$ cat src/rtl/rf_scoreboard_if.sv
// rf_scoreboard_if
// Groups the register-file bus between the datapath and rf_scoreboard.
// Parameters must match the rf_scoreboard instance the interface is bound to.
//   ra       : NUM_R packed read addresses (port k = ra[k*ADDR_W +: ADDR_W])
//   rd       : NUM_R packed read data      (port k = rd[k*DATA_W +: DATA_W])
//   rd_busy  : per-port pending flag of the addressed register
//   we/wa/wd : writeback port (clears pending on the written register)
//   rsv/rsv_a: reservation port (marks a register pending from decode)
//   busy_any : OR of all pending bits
// The master modport is the datapath side; the slave modport is the register file.
interface rf_scoreboard_if #(
  parameter int DATA_W = 32,
  parameter int ADDR_W = 5,
  parameter int NUM_R  = 2
);

  logic [NUM_R*ADDR_W-1:0] ra;
  logic [NUM_R*DATA_W-1:0] rd;
  logic [NUM_R-1:0]        rd_busy;
  logic                    we;
  logic [ADDR_W-1:0]       wa;
  logic [DATA_W-1:0]       wd;
  logic                    rsv;
  logic [ADDR_W-1:0]       rsv_a;
  logic                    busy_any;

  modport master (
    output ra, we, wa, wd, rsv, rsv_a,
    input  rd, rd_busy, busy_any
  );

  modport slave (
    input  ra, we, wa, wd, rsv, rsv_a,
    output rd, rd_busy, busy_any
  );

endinterface

$ cat src/rtl/rf_scoreboard.sv
// rf_scoreboard
// Multi-ported register file with a per-register pending (scoreboard) bit.
// Writes and reservations take effect on the rising clock edge; reads are
// combinational, with optional same-cycle bypass of the write port and an
// optional hardwired zero register.
// Ports:
//   clk   : clock, all state updates on the rising edge
//   rst_n : asynchronous active-low reset, clears all data and pending bits
//   bus   : rf_scoreboard_if slave modport (read, write, reserve, busy status)
module rf_scoreboard #(
  parameter int DATA_W        = 32,
  parameter int ADDR_W        = 5,
  parameter int NUM_R         = 2,
  parameter int ZERO_REG      = 1,
  parameter int WRITE_THROUGH = 1
) (
  input  logic           clk,
  input  logic           rst_n,
  rf_scoreboard_if.slave bus
);

  localparam int DEPTH = 1 << ADDR_W;

  logic [DATA_W-1:0] data_q [DEPTH];
  logic [DEPTH-1:0]  pend_q;
  logic [DEPTH-1:0]  pend_d;
  logic              weEff;
  logic              rsvEff;
  logic [ADDR_W-1:0] readAddr [NUM_R];

  // Qualify the write and reserve strobes. With a hardwired zero register,
  // anything aimed at address 0 is dropped here so neither the data array
  // nor the pending bits ever see it.
  always_comb begin
    weEff  = bus.we;
    rsvEff = bus.rsv;
    if (ZERO_REG != 0) begin
      if (bus.wa == '0) begin
        weEff = 1'b0;
      end
      if (bus.rsv_a == '0) begin
        rsvEff = 1'b0;
      end
    end
  end

  // Next pending state. The writeback clear is applied before the reserve
  // set, so a write and a reservation to the same register in one cycle
  // leave it pending: the newly issued producer wins.
  always_comb begin
    pend_d = pend_q;
    if (weEff) begin
      pend_d[bus.wa] = 1'b0;
    end
    if (rsvEff) begin
      pend_d[bus.rsv_a] = 1'b1;
    end
  end

  // Pending bit register; reset drops every outstanding producer.
  always_ff @(posedge clk or negedge rst_n) begin
    if (!rst_n) begin
      pend_q <= '0;
    end else begin
      pend_q <= pend_d;
    end
  end

  // Data array. Only the addressed entry is updated on a qualified write.
  always_ff @(posedge clk or negedge rst_n) begin
    if (!rst_n) begin
      for (int i = 0; i < DEPTH; i++) begin
        data_q[i] <= '0;
      end
    end else if (weEff) begin
      data_q[bus.wa] <= bus.wd;
    end
  end

  // Unpack the read addresses so each port can be resolved independently.
  always_comb begin
    for (int k = 0; k < NUM_R; k++) begin
      readAddr[k] = bus.ra[k*ADDR_W +: ADDR_W];
    end
  end

  // Read ports, resolved in priority order: zero register first, then the
  // same-cycle write bypass, then the stored entry. Outputs are forced to
  // zero while reset is held, so a write presented during reset cannot leak
  // through the bypass path.
  always_comb begin
    bus.rd      = '0;
    bus.rd_busy = '0;
    for (int k = 0; k < NUM_R; k++) begin
      if (!rst_n) begin
        bus.rd[k*DATA_W +: DATA_W] = '0;
        bus.rd_busy[k]             = 1'b0;
      end else if ((ZERO_REG != 0) && (readAddr[k] == '0)) begin
        bus.rd[k*DATA_W +: DATA_W] = '0;
        bus.rd_busy[k]             = 1'b0;
      end else if ((WRITE_THROUGH != 0) && bus.we && (bus.wa == readAddr[k])) begin
        bus.rd[k*DATA_W +: DATA_W] = bus.wd;
        bus.rd_busy[k]             = 1'b0;
      end else begin
        bus.rd[k*DATA_W +: DATA_W] = data_q[readAddr[k]];
        bus.rd_busy[k]             = pend_q[readAddr[k]];
      end
    end
  end

  // Drain status comes straight from the registered pending bits; a
  // same-cycle writeback does not lower it until the following edge.
  assign bus.busy_any = |pend_q;

endmodule

$ cat src/flat_wrapper.sv
// flat-port wrapper written by rule: the top's interface ports become plain ports
module rf_scoreboard_flat 
#(
  parameter int DATA_W        = 32,
  parameter int ADDR_W        = 5,
  parameter int NUM_R         = 2,
  parameter int ZERO_REG      = 1,
  parameter int WRITE_THROUGH = 1
)
  (clk, rst_n, bus_ra, bus_we, bus_wa, bus_wd, bus_rsv, bus_rsv_a, bus_rd, bus_rd_busy, bus_busy_any);
  rf_scoreboard_if #(.DATA_W(DATA_W), .ADDR_W(ADDR_W), .NUM_R(NUM_R)) bus_i ();
  input  logic clk;
  input  logic rst_n;
  input wire logic [$bits(bus_i.ra)-1:0] bus_ra;
  input wire logic [$bits(bus_i.we)-1:0] bus_we;
  input wire logic [$bits(bus_i.wa)-1:0] bus_wa;
  input wire logic [$bits(bus_i.wd)-1:0] bus_wd;
  input wire logic [$bits(bus_i.rsv)-1:0] bus_rsv;
  input wire logic [$bits(bus_i.rsv_a)-1:0] bus_rsv_a;
  output wire logic [$bits(bus_i.rd)-1:0] bus_rd;
  output wire logic [$bits(bus_i.rd_busy)-1:0] bus_rd_busy;
  output wire logic [$bits(bus_i.busy_any)-1:0] bus_busy_any;
  assign bus_i.ra = bus_ra;
  assign bus_i.we = bus_we;
  assign bus_i.wa = bus_wa;
  assign bus_i.wd = bus_wd;
  assign bus_i.rsv = bus_rsv;
  assign bus_i.rsv_a = bus_rsv_a;
  assign bus_rd = bus_i.rd;
  assign bus_rd_busy = bus_i.rd_busy;
  assign bus_busy_any = bus_i.busy_any;
  rf_scoreboard #(.DATA_W(DATA_W), .ADDR_W(ADDR_W), .NUM_R(NUM_R), .ZERO_REG(ZERO_REG), .WRITE_THROUGH(WRITE_THROUGH)) u_core (.clk(clk), .rst_n(rst_n), .bus(bus_i));
endmodule
$ cat config.mk
export PLATFORM = sky130hd
export DESIGN_NAME = rf_scoreboard_flat
export DESIGN_NICKNAME = d
export VERILOG_FILES = /design/src/rtl/rf_scoreboard_if.sv /design/src/rtl/rf_scoreboard.sv /design/src/flat_wrapper.sv
export SDC_FILE = /design/constraint.sdc
export NUM_CORES = 2
export LEC_CHECK = 0
export CORE_MARGIN = 2
export CORE_UTILIZATION = 40
export CTS_CLUSTER_SIZE = 8
export DETAILED_ROUTE_END_ITERATION = 6
export DONT_BUFFER_PORTS = 1
export HOLD_SLACK_MARGIN = 0.03
export PLACE_DENSITY_LB_ADDON = 0.25
export SLEW_MARGIN = 20
export SYNTH_ARGS = -nofsm -noshare
export SYNTH_HDL_FRONTEND = slang
export SYNTH_SLANG_ARGS = --single-unit
$ cat constraint.sdc
create_clock -name clk -period 4.05 [get_ports clk]
set_clock_uncertainty 0.05 [all_clocks]
set_input_delay 0.81 -clock clk [delete_from_list [all_inputs] [get_ports clk]]
set_output_delay 0.81 -clock clk [all_outputs]
set_load 0.1 [all_outputs]
==> results.tsv <==
stage	metric	value	unit
run_status	status	finished, violations left	
run_status	failing checks	negative hold slack, max-slew violations, negative setup slack	
placed_design	Placement Setup Slack	-0.231	ns
synthesis	Synth area leader	dfrtp_1	
placed_design	Port Buffers	0	
placed_design	Post-Place Cells	5761	
synthesis	area fraction of the dominant cell type after synthesis	45.7	%
routing	final WL	193000	um
synthesis	synth top area cells	dfrtp_1, mux2_2, mux4_2	
synthesis	Synth Net Count	4197	
sta	minimum clock period	4.91	ns
placed_design	Post-DP HPWL	102000	um
routing	residual DRC count	0	
worst_setup_path	crit path DAT	4.05	ns
synthesis	cells after synthesis	4141	
grt	Overall Global Routing Usage	26.0	%
routing	routed vias	38100	
cts	CTS root buf	clkbuf_16	
grt	initial antenna violation count	1	
worst_setup_path	CP Class	input pin to output port	
floorplan	Die X	384	um
worst_setup_path	stages on the worst setup path	6	
placed_design	GP Congestion	0.787	
grt	pin count of the biggest net entering global routing	328	
worst_setup_path	crit path cell chain	mux4_1 > mux4_2 > nor2b_1 > a211o_1 > buf_12 > buf_12	
sta	Hold Fails Final Rpt	176	
synthesis	FF+latch count, synth	1056	
cells_and_area	layout cells sized above 1	48.5	%
pwr	Leak	28.1	nW
cells_and_area	NumNets Final	4067	
cells_and_area	final core utilization	45.7	%
grt	GRT overflow	0	
sta	setup TNS	-14.59	ns
routing	DR pass1 iterations	7	
floorplan	DIE AREA	0.148	mm^2
cts	H-tree depth	4	
cts	cts bufs inserted	150	
floorplan	Rows	139	
run	max-cap violation count	0	
pwr	Peak VDD IR	274	uV
cells_and_area	most frequent cells in the layout	mux2_2, dfrtp_1, mux4_2	
min_path	Hold Path Class	input pin to asynchronous set/reset pin	
sta	Max Clk Rate	0.204	GHz
sta	Hold WS	-0.268	ns
cts	Clk Latency, worst-skew pair	0.78	ns
synthesis	Top FF cell, synth	dfrtp_1	
placed_design	DP Area	0.0614	mm^2
sta	Max Slew Vio Count	90	
routing	per-cell routed wire length	32.5	um
synthesis	Syn. warnings	0	
worst_setup_path	CP delay by family, top	multiplexers	
worst_setup_path	Crit path required time	3.19	ns
synthesis	Synth Cell Area	0.0578	mm^2
routing	vias per std cell	6.43	
cells_and_area	fin cells	5931	
sta	RSZ-0062 raised after global routing	yes	
sta	setup ws final	-0.861	ns
worst_setup_path	Slowest-stage cell, CP	mux4_1	
cts	clk slew on worst S/H paths	0.05	ns
worst_setup_path	Crit path buffers/inverters	2	
cts	CTS Sinks	1056	
worst_setup_path	critical path fanouts, max	290	
pwr	pwr/cell area	492	mW/mm^2
floorplan	io pins	123	
synthesis	Synth cell types	53	
floorplan	area of the core	0.143	mm^2
sta	fin crit share	121	%
routing	Initial DRC Count	3453	
cells_and_area	P&R area growth vs syn	13.3	%
synthesis	sequential area share after synthesis	45.7	%
floorplan	Starting Density	40.3	%
cells_and_area	fin area	0.0655	mm^2
cells_and_area	# diodes	0	
floorplan	Die Span Y	384	um
worst_setup_path	Crit path largest cell delay	1.08	ns
worst_setup_path	Critical Path Most Common Cell	buf_12	
grt	vias in the first global route	38700	
synthesis	synthesized area per cell	14.0	um^2
cts	CTS tree	done	
cells_and_area	commonest non-fill, non-tap cell in the layout	mux2_2	
worst_setup_path	CP Launch Type	input pin	
cts	Clock Tree Buf Depth	3	
sta	Setup Viol. Count Final	48	
worst_setup_path	Crit. End Element	output port	
sta	Slew headroom	-22.4	%
synthesis	async set or reset register ratio after synthesis	100	%
synthesis	Post-synth EDFFs	0	
sta	Slew @ Worst Pin	1.84	ns
routing	Routed Antenna Nets	0	
worst_setup_path	reg2reg path depth	1	
pwr	total power	32.2	mW
grt	first-pass GRT wire length	281000	um
synth_stat cells (17+ instances only):
| cell type | n |
|---|---|
| mux2_2 | 1170 |
| dfrtp_1 | 1056 |
| mux4_2 | 363 |
| clkbuf_1 | 277 |
| mux2i_1 | 217 |
| o22ai_1 | 142 |
| a211oi_1 | 124 |
| buf_2 | 116 |
| nor2b_1 | 72 |
| a21oi_1 | 65 |
| buf_1 | 50 |
| o21ai_0 | 39 |
| nor2_1 | 35 |
| a211o_1 | 32 |
| nand2_1 | 31 |
| o32a_1 | 31 |
| o31ai_1 | 30 |
| nand2b_1 | 29 |
| nor3_1 | 24 |
| and2_1 | 22 |
| a221oi_1 | 20 |
| buf_4 | 20 |
| o221ai_1 | 18 |
| o41ai_1 | 17 |
cell families after synthesis:
family                 after synthesis  synth area share (%)
AO/OA/AOI/OAI                      554                  6.81
buffers and inverters              483                  3.67
flip-flops                        1056                  45.7
XOR/XNOR                            10                 0.151
AND/OR/NAND/NOR                    282                  2.73
multiplexers                      1756                  40.9
routing by layer:
layer	global-route usage (%)	vias up	share of wire (%)
met5	0	-	0
met4	8.79	0	3.4
met3	4.49	355	6.1
met2	42.0	1361	48
met1	35.5	20700	43
li1	-	15700	-
registers in the layout, indices dropped and copies added (netlist names):
register       count
u_core.pend_q     32
u_core.data_q   1024
worst paths after layout:
path / startpoint / to / slack (ns)
setup / recovery: bus_ra[5] / bus_rd[32] / -0.86
hold / removal: rst_n / u_core.data_q[451] / -0.27
setup reg to reg: u_core.data_q[283] / u_core.data_q[283] / 3.18
hold reg to reg: u_core.data_q[1017] / u_core.data_q[1017] / 0.34
max in group asynchronous: rst_n / u_core.data_q[177] / 1.64
min in group clk: bus_rsv_a[0] / u_core.pend_q[24] / 0.08
power breakdown:
group / total [mW] / switching, mW / internal [mW]
registers: 14.1 / 1.51 / 12.6
logic: 6.69 / 2.67 / 4.02
clock network: 11.4 / 4.68 / 6.77
what timing repair did:
action	4_1_cts	5_1_grt
pin swaps	0	3
cloned	1	0
endpoints found under the hold margin	176	176
buffers inserted	0	0
resized for setup	0	13
endpoints found under the setup margin	54	18
layout make-up:
cell class	instances	area, um^2
clock inverters	9	109
repair buffers	193	2990
flip-flops and latches	1056	26400
inverters	8	35.0
fillers	12700	78000
well taps	1903	2380
multi-input cells	2602	29600
clock buffers	160	3930
Note: power is estimated with default switching activity, not from simulation.
